==> src/rtl/game_sequencer_pkg.sv <==
// Shared game constants: screen geometry, round-controller state encodings and default tick counts.
package game_sequencer_pkg;

    localparam int unsigned SCREEN_HEIGHT   = 480;

    localparam int unsigned DEF_SCORE_W     = 10;
    localparam int unsigned DEF_Y_W         = 11;
    localparam int unsigned DEF_FLAP_LOCK   = 3;
    localparam int unsigned DEF_DEATH_TICKS = 120;
    localparam int unsigned DEF_OVER_HOLD   = 60;
    localparam int unsigned DEF_BLINK_TICKS = 30;

    localparam int unsigned STATE_W         = 3;

    typedef enum logic [STATE_W-1:0] {
        ST_ATTRACT = 3'd0,
        ST_ARM     = 3'd1,
        ST_PLAY    = 3'd2,
        ST_DYING   = 3'd3,
        ST_OVER    = 3'd4
    } state_e;

endpackage : game_sequencer_pkg

==> src/rtl/game_sequencer_btn_sync_edge.sv <==
// Two-flop synchroniser for the raw pushbutton plus a registered one-tick rising-edge pulse.
module btn_sync_edge (
    input  logic clk_i,
    input  logic rst_ni,
    input  logic btn_i,
    output logic press_o
);

    logic sync1_q;
    logic sync2_q;
    logic prev_q;
    logic press_q;

    always_ff @(posedge clk_i or negedge rst_ni) begin
        if (!rst_ni) begin
            sync1_q <= 1'b0;
            sync2_q <= 1'b0;
            prev_q  <= 1'b0;
            press_q <= 1'b0;
        end else begin
            sync1_q <= btn_i;
            sync2_q <= sync1_q;
            prev_q  <= sync2_q;
            press_q <= sync2_q & ~prev_q;
        end
    end

    assign press_o = press_q;

endmodule : btn_sync_edge

==> src/rtl/game_sequencer.sv <==
// Round controller: attract -> arm -> play -> dying -> over, flap conditioning,
// datapath gating and session high score.
module game_sequencer
    import game_sequencer_pkg::*;
#(
    parameter int unsigned SCORE_W     = DEF_SCORE_W,
    parameter int unsigned Y_W         = DEF_Y_W,
    parameter int unsigned FLAP_LOCK   = DEF_FLAP_LOCK,
    parameter int unsigned DEATH_TICKS = DEF_DEATH_TICKS,
    parameter int unsigned OVER_HOLD   = DEF_OVER_HOLD,
    parameter int unsigned BLINK_TICKS = DEF_BLINK_TICKS
) (
    input  logic               gameClk,
    input  logic               reset_n,
    input  logic               button,
    input  logic               hitColumn,
    input  logic               passColumn,
    input  logic [Y_W-1:0]     bird_y,
    input  logic [SCORE_W-1:0] score,
    output logic               run,
    output logic               round_clr,
    output logic               flap,
    output logic               pass_gated,
    output logic [SCORE_W-1:0] high_score,
    output logic [2:0]         state_o,
    output logic               blink
);

    localparam int unsigned LOCK_W  = $clog2(FLAP_LOCK + 1);
    localparam int unsigned DIE_W   = $clog2(DEATH_TICKS + 1);
    localparam int unsigned HOLD_W  = $clog2(OVER_HOLD + 1);
    localparam int unsigned BLINK_W = $clog2(BLINK_TICKS + 1);

    localparam logic [LOCK_W-1:0]  LOCK_LOAD = LOCK_W'(FLAP_LOCK);
    localparam logic [DIE_W-1:0]   DIE_MAX   = DIE_W'(DEATH_TICKS - 1);
    localparam logic [HOLD_W-1:0]  HOLD_MAX  = HOLD_W'(OVER_HOLD - 1);
    localparam logic [BLINK_W-1:0] BLINK_MAX = BLINK_W'(BLINK_TICKS - 1);

    logic press;

    state_e               state_q, state_d;
    logic [LOCK_W-1:0]    lock_q, lock_d;
    logic [DIE_W-1:0]     die_q, die_d;
    logic [HOLD_W-1:0]    hold_q, hold_d;
    logic [BLINK_W-1:0]   blink_cnt_q, blink_cnt_d;
    logic                 blink_q, blink_d;
    logic                 flap_q, flap_d;
    logic                 run_q, run_d;
    logic                 clr_q, clr_d;
    logic [SCORE_W-1:0]   high_q, high_d;

    btn_sync_edge u_btn (
        .clk_i   (gameClk),
        .rst_ni  (reset_n),
        .btn_i   (button),
        .press_o (press)
    );

    always_ff @(posedge gameClk or negedge reset_n) begin
        if (!reset_n) begin
            state_q     <= ST_ATTRACT;
            lock_q      <= '0;
            die_q       <= '0;
            hold_q      <= '0;
            blink_cnt_q <= '0;
            blink_q     <= 1'b0;
            flap_q      <= 1'b0;
            run_q       <= 1'b0;
            clr_q       <= 1'b0;
            high_q      <= '0;
        end else begin
            state_q     <= state_d;
            lock_q      <= lock_d;
            die_q       <= die_d;
            hold_q      <= hold_d;
            blink_cnt_q <= blink_cnt_d;
            blink_q     <= blink_d;
            flap_q      <= flap_d;
            run_q       <= run_d;
            clr_q       <= clr_d;
            high_q      <= high_d;
        end
    end

    always_comb begin
        state_d     = state_q;
        lock_d      = '0;
        die_d       = '0;
        hold_d      = '0;
        blink_cnt_d = '0;
        blink_d     = 1'b0;
        flap_d      = 1'b0;
        high_d      = high_q;

        case (state_q)
            ST_ATTRACT: begin
                if (press) state_d = ST_ARM;
            end
            ST_ARM: begin
                state_d = ST_PLAY;
            end
            ST_PLAY: begin
                lock_d = (lock_q != '0) ? lock_q - 1'b1 : '0;
                // A fatal hit takes priority over any flap request on the same tick.
                if (hitColumn) begin
                    state_d = ST_DYING;
                    if (score > high_q) high_d = score;
                end else if (press && lock_q == '0) begin
                    flap_d = 1'b1;
                    lock_d = LOCK_LOAD;
                end
            end
            ST_DYING: begin
                if (bird_y == '0 || die_q == DIE_MAX) state_d = ST_OVER;
                else                                  die_d   = die_q + 1'b1;
            end
            ST_OVER: begin
                if (hold_q == HOLD_MAX) begin
                    hold_d = hold_q;
                    if (press) state_d = ST_ARM;
                end else begin
                    hold_d = hold_q + 1'b1;
                end
            end
            default: begin
                state_d = ST_ATTRACT;
            end
        endcase

        // Registered outputs follow the state being entered so they line up with state_o.
        run_d = (state_d == ST_PLAY);
        clr_d = (state_d == ST_ARM);

        if (state_d == ST_OVER) begin
            if (state_q != ST_OVER) begin
                blink_d = 1'b1;
            end else if (blink_cnt_q == BLINK_MAX) begin
                blink_d = ~blink_q;
            end else begin
                blink_d     = blink_q;
                blink_cnt_d = blink_cnt_q + 1'b1;
            end
        end
    end

    assign pass_gated = passColumn & (state_q == ST_PLAY) & ~hitColumn;
    assign run        = run_q;
    assign round_clr  = clr_q;
    assign flap       = flap_q;
    assign high_score = high_q;
    assign state_o    = 3'(state_q);
    assign blink      = blink_q;

endmodule : game_sequencer

==> config.mk <==
export PLATFORM = sky130hd
export DESIGN_NAME = game_sequencer
export DESIGN_NICKNAME = d
export VERILOG_FILES = /design/src/rtl/game_sequencer_pkg.sv /design/src/rtl/game_sequencer_btn_sync_edge.sv /design/src/rtl/game_sequencer.sv
export SDC_FILE = /design/constraint.sdc
export NUM_CORES = 1
export LEC_CHECK = 0
export ABC_AREA = 1
export CAP_MARGIN = 10
export CORE_ASPECT_RATIO = 0.6
export CORE_UTILIZATION = 40
export DETAILED_ROUTE_END_ITERATION = 8
export GPL_TIMING_DRIVEN = 0
export PLACE_DENSITY = 0.79
export SLEW_MARGIN = 15
export SYNTH_ARGS = -nofsm -noshare
export SYNTH_HDL_FRONTEND = slang
export SYNTH_SLANG_ARGS = --single-unit
==> constraint.sdc <==
create_clock -name gameClk -period 1.55 [get_ports gameClk]
set_input_delay 0.31 -clock gameClk [delete_from_list [all_inputs] [get_ports gameClk]]
set_output_delay 0.31 -clock gameClk [all_outputs]
set_load 0.005 [all_outputs]
==> metrics.md <==
| Metric | Value |
|---|---|
| Outcome | complete, but fails checks |
| Failing checks | negative setup slack |
| # DRC | 0 |
| Uppermost layer routed | met4 |
| Clk_lat worst skew | ~0.3 ns |
| Crit path kind | in2reg |
| Area added between synthesis and finish | 46.0% |
| Post-route ant nets | 0 |
| Multi-input logic area | about 1100 sq um |
| Comb power frac | 0.479 |
| Setup slack after layout | -0.0984 ns |
| Asr flop ratio synth | 1.00 |
| Num CTS Buffers | 5 |
| Clk slew on worst S/H paths | 0.08 ns |
| Row cnt | 19 |
| #FFs+latches synth | 41 |
| Top cells by area, synth | dfrtp_1 49%, nand2_1 9.8%, ha_1 8.4%, nand3_1 6.7%, inv_1 6.1% |
| CP startpoint kind | input pin |
| Avg WL per Cell | around 13 microns |
| Register area | about 1000 sq um |
| Slew @ Worst Pin | just over 0.4 ns |
| Largest net degree at the start of global routing | 27 |
| Die width | around 95 microns |
| Metal-1 WL | around 2.2 mm |
| Area leader, netlist | dfrtp_1 |
| Worst slew margin | 0.730 |
| Clk_skew | between 0.004 and 0.005 ns |
| Clock Tree Buf Depth | 2 |
| Clk pwr share | 0.170 |
| Hold/Removal Path Class | in2reg |
| Final Hold Fails | 0 |
| Cell Pwr Density | between 1000 and 1500 nW/um^2 |
| Place WS | -0.425 ns |
| H-tree Lvls | 2 |
| First-pass GRT wire length | 7.86 mm |
| Pleak | 1.57 nW |
| GPL Wtd Cong | between 0.7 and 0.8 |
| Final #Nets | 350 |
| Global Route Usage Sum | 0.193 |
| Root Buffer | clkbuf_8 |
| TritonCTS clock tree | built |
| Max-slew violations | 0 |
| Synthesized cell area | roughly 2100 sq um |
| Reg power frac | 0.350 |
| Synth cell count leaders | 54 x nand2_1, 41 x dfrtp_1, 34 x inv_1 |
| Setup-failing EPs final | 10 |
| Synth cell types | 24 |
| Vias in the first global route | 1747 |
| Crit path DAT | 1.85 ns |
| Syn_area_per_cell | ~8.5 sq um |
| Seq/Total Area, Yosys | 0.494 |
| Ys flop type | dfrtp_1 |
| Area share of the largest cell type after synthesis | 0.494 |
| GRT overflow | 0 |
| DPL Wire Length | around 3.2 mm |
| Final wirelength | around 5 mm |
| Minimum clock period | between 1.5 and 2 ns |
| DIE AREA | about 5500 sq um |
| Worst Path Required | approximately 1.8 ns |
| DIE HEIGHT | 57.8 microns |
| Cell-internal power | approximately 0.0026 W |
| CP endpoint kind | flip-flop |
| Cells after DPL | about 350 |
| Placeable Area | between 4000 and 5000 sq um |
| Met2 WL post-DR | 2.36 mm |
| Starting DRC count in detailed routing | between 80 and 90 |
| Fillers | between 300 and 400 |
| Sw Share | 0.373 |
| Utilization after layout | 0.634 |
| Post-synth EDFFs | 0 |
| Post-Layout Cell Count | ~370 |
| Max-Cap Viols | 0 |
| I/O pin total | 44 |
| PortBufs | between 40 and 50 |
| Clock tree sinks | slightly above 40 |
| Synth Instances | between 200 and 250 |
| Routed met3 length | ~260 microns |
| Worst-path fanout max | 5 |
| RSZ-0062 raised after global routing | true |
| Yosys warnings | 0 |
| Net switching power | roughly 0.0015 W |
| Layout cells sized above 1 | 0.206 |
| Vias/cell | between 4 and 5 |
| Initial Utilization | 0.435 |
| Cell with the most instances after synthesis | nand2_1 |
| Syn Nets | 284 |
| Max VDD drop | 591 uV |
| Via count | approximately 1800 |
| FMAX | just over 600 MHz |
| ANT cells | 0 |
| 1st-pass router iterations | 4 |
| Fin crit share | 1.06 |
| Antenna violations before repair | 0 |
==> cell families after synthesis <==
family,count (synthesis),share of synthesized area
simple gates,132,0.280
flops,41,0.494
xor+xnor,10,0.0422
compound gates,10,0.0253
fa+ha+maj,14,0.0843
buf+inv,37,0.0747
==> layout by cell type, fill, tap and decap left out, types with 2 or more instances in the layout <==
cell             instances
xor2_1                   6
clkdlybuf4s50_1         22
dlymetal6s2s_1          11
nand4_1                  2
nand2_1                 51
dfrtp_2                  2
nor2_1                  27
clkbuf_8                 5
nand3_2                 11
inv_1                   31
nand3b_1                 2
clkinv_2                 2
nor3_1                   4
xnor2_1                  4
buf_2                    3
nand3_1                 16
buf_4                   10
nand2_4                  2
inv_2                    3
ha_4                     4
buf_6                    3
a21oi_1                  7
ha_1                    10
dfrtp_1                 39
buf_12                   2
nand2_2                  5
dlygate4sd2_1            7
nor2_4                   6
==> timing repair <==
item                       4_1_cts  5_1_grt
setup endpoints to repair       21       25
gates resized for setup         41       28
hold buffers                     1        0
gates cloned                     2        1
pin swaps                       22       16
hold endpoints to repair        15        0
setup buffers                    5        6
==> power by group through the flow <==
stage                     Sequential, W  Combinational (W)  Clock (W)
final                           0.00143            0.00196   0.000695
after global routing            0.00146            0.00215   0.000760
after CTS                       0.00143            0.00168   0.000715
after detailed placement        0.00146            0.00138          0
after global placement          0.00145            0.00134          0
after floorplan                 0.00144           0.000765          0
==> routing by layer <==
metal	global-route usage	vias to the layer above
met2	0.313	48
met1	0.250	867
met5	0	-
met3	0.0525	7
met4	0.0714	0
li1	-	898
==> stage by stage <==
stage | cell area [sq um] | total power [W] | hold WS [ns] | TNS [ns]
final | 3030 | 0.00408 | 0.304 | -0.875
after global routing | 3030 | 0.00437 | 0.313 | -1.41
after CTS | 2870 | 0.00382 | 0.360 | -0.517
after detailed placement | 2600 | 0.00284 | 0.263 | -4.71
after global placement | 2590 | 0.00279 | 0.334 | -40.50
after floorplan | 2080 | 0.00221 | 0.0144 | 0
==> sequential cells by signal, summed over array words and instances, names as in the netlist <==
signal	cells
u_btn.press_o	1
u_btn.sync1_q	1
round_clr	1
high_score	10
u_btn.prev_q	1
die_q	7
flap	1
state_o	3
blink_cnt_q	5
blink	1
u_btn.sync2_q	1
run	1
hold_q	6
lock_q	2
==> final cells by class <==
| cell class | instances | share of cell area |
|---|---|---|
| buffer | 3 | 0.0120 |
| clock buffer | 5 | 0.0227 |
| clock inverter | 3 | 0.00578 |
| inverter | 34 | 0.0421 |
| multi-input combinational | 167 | 0.357 |
| sequential | 41 | 0.339 |
| tap | 63 | 0.0260 |
| timing repair buffer | 58 | 0.195 |
==> worst max-delay path, cell delays in order <==
cell	delay (ns)
clkdlybuf4s50_1	0.52
inv_1	0.07
ha_1	0.31
nand2_1	0.13
nor2_4	0.06
nor2_4	0.18
nand2_2	0.13
nand2_1	0.08
nand2_1	0.05
==> worst paths after layout <==
check / depth (start not counted) / start / to / slack [ns]
min reg2reg: 0 / u_btn.sync1_q / u_btn.sync2_q / 0.36
max reg2reg: 8 / high_score[9] / high_score[2] / -0.05
max: 9 / score[0] / high_score[8] / -0.1
max in group asynchronous: 3 / reset_n / state_o[2] / 0.60
min in group asynchronous: 2 / reset_n / die_q[5] / 0.47
min: 3 / score[2] / high_score[2] / 0.30
No activity file was read; power rests on OpenSTA's default activity.
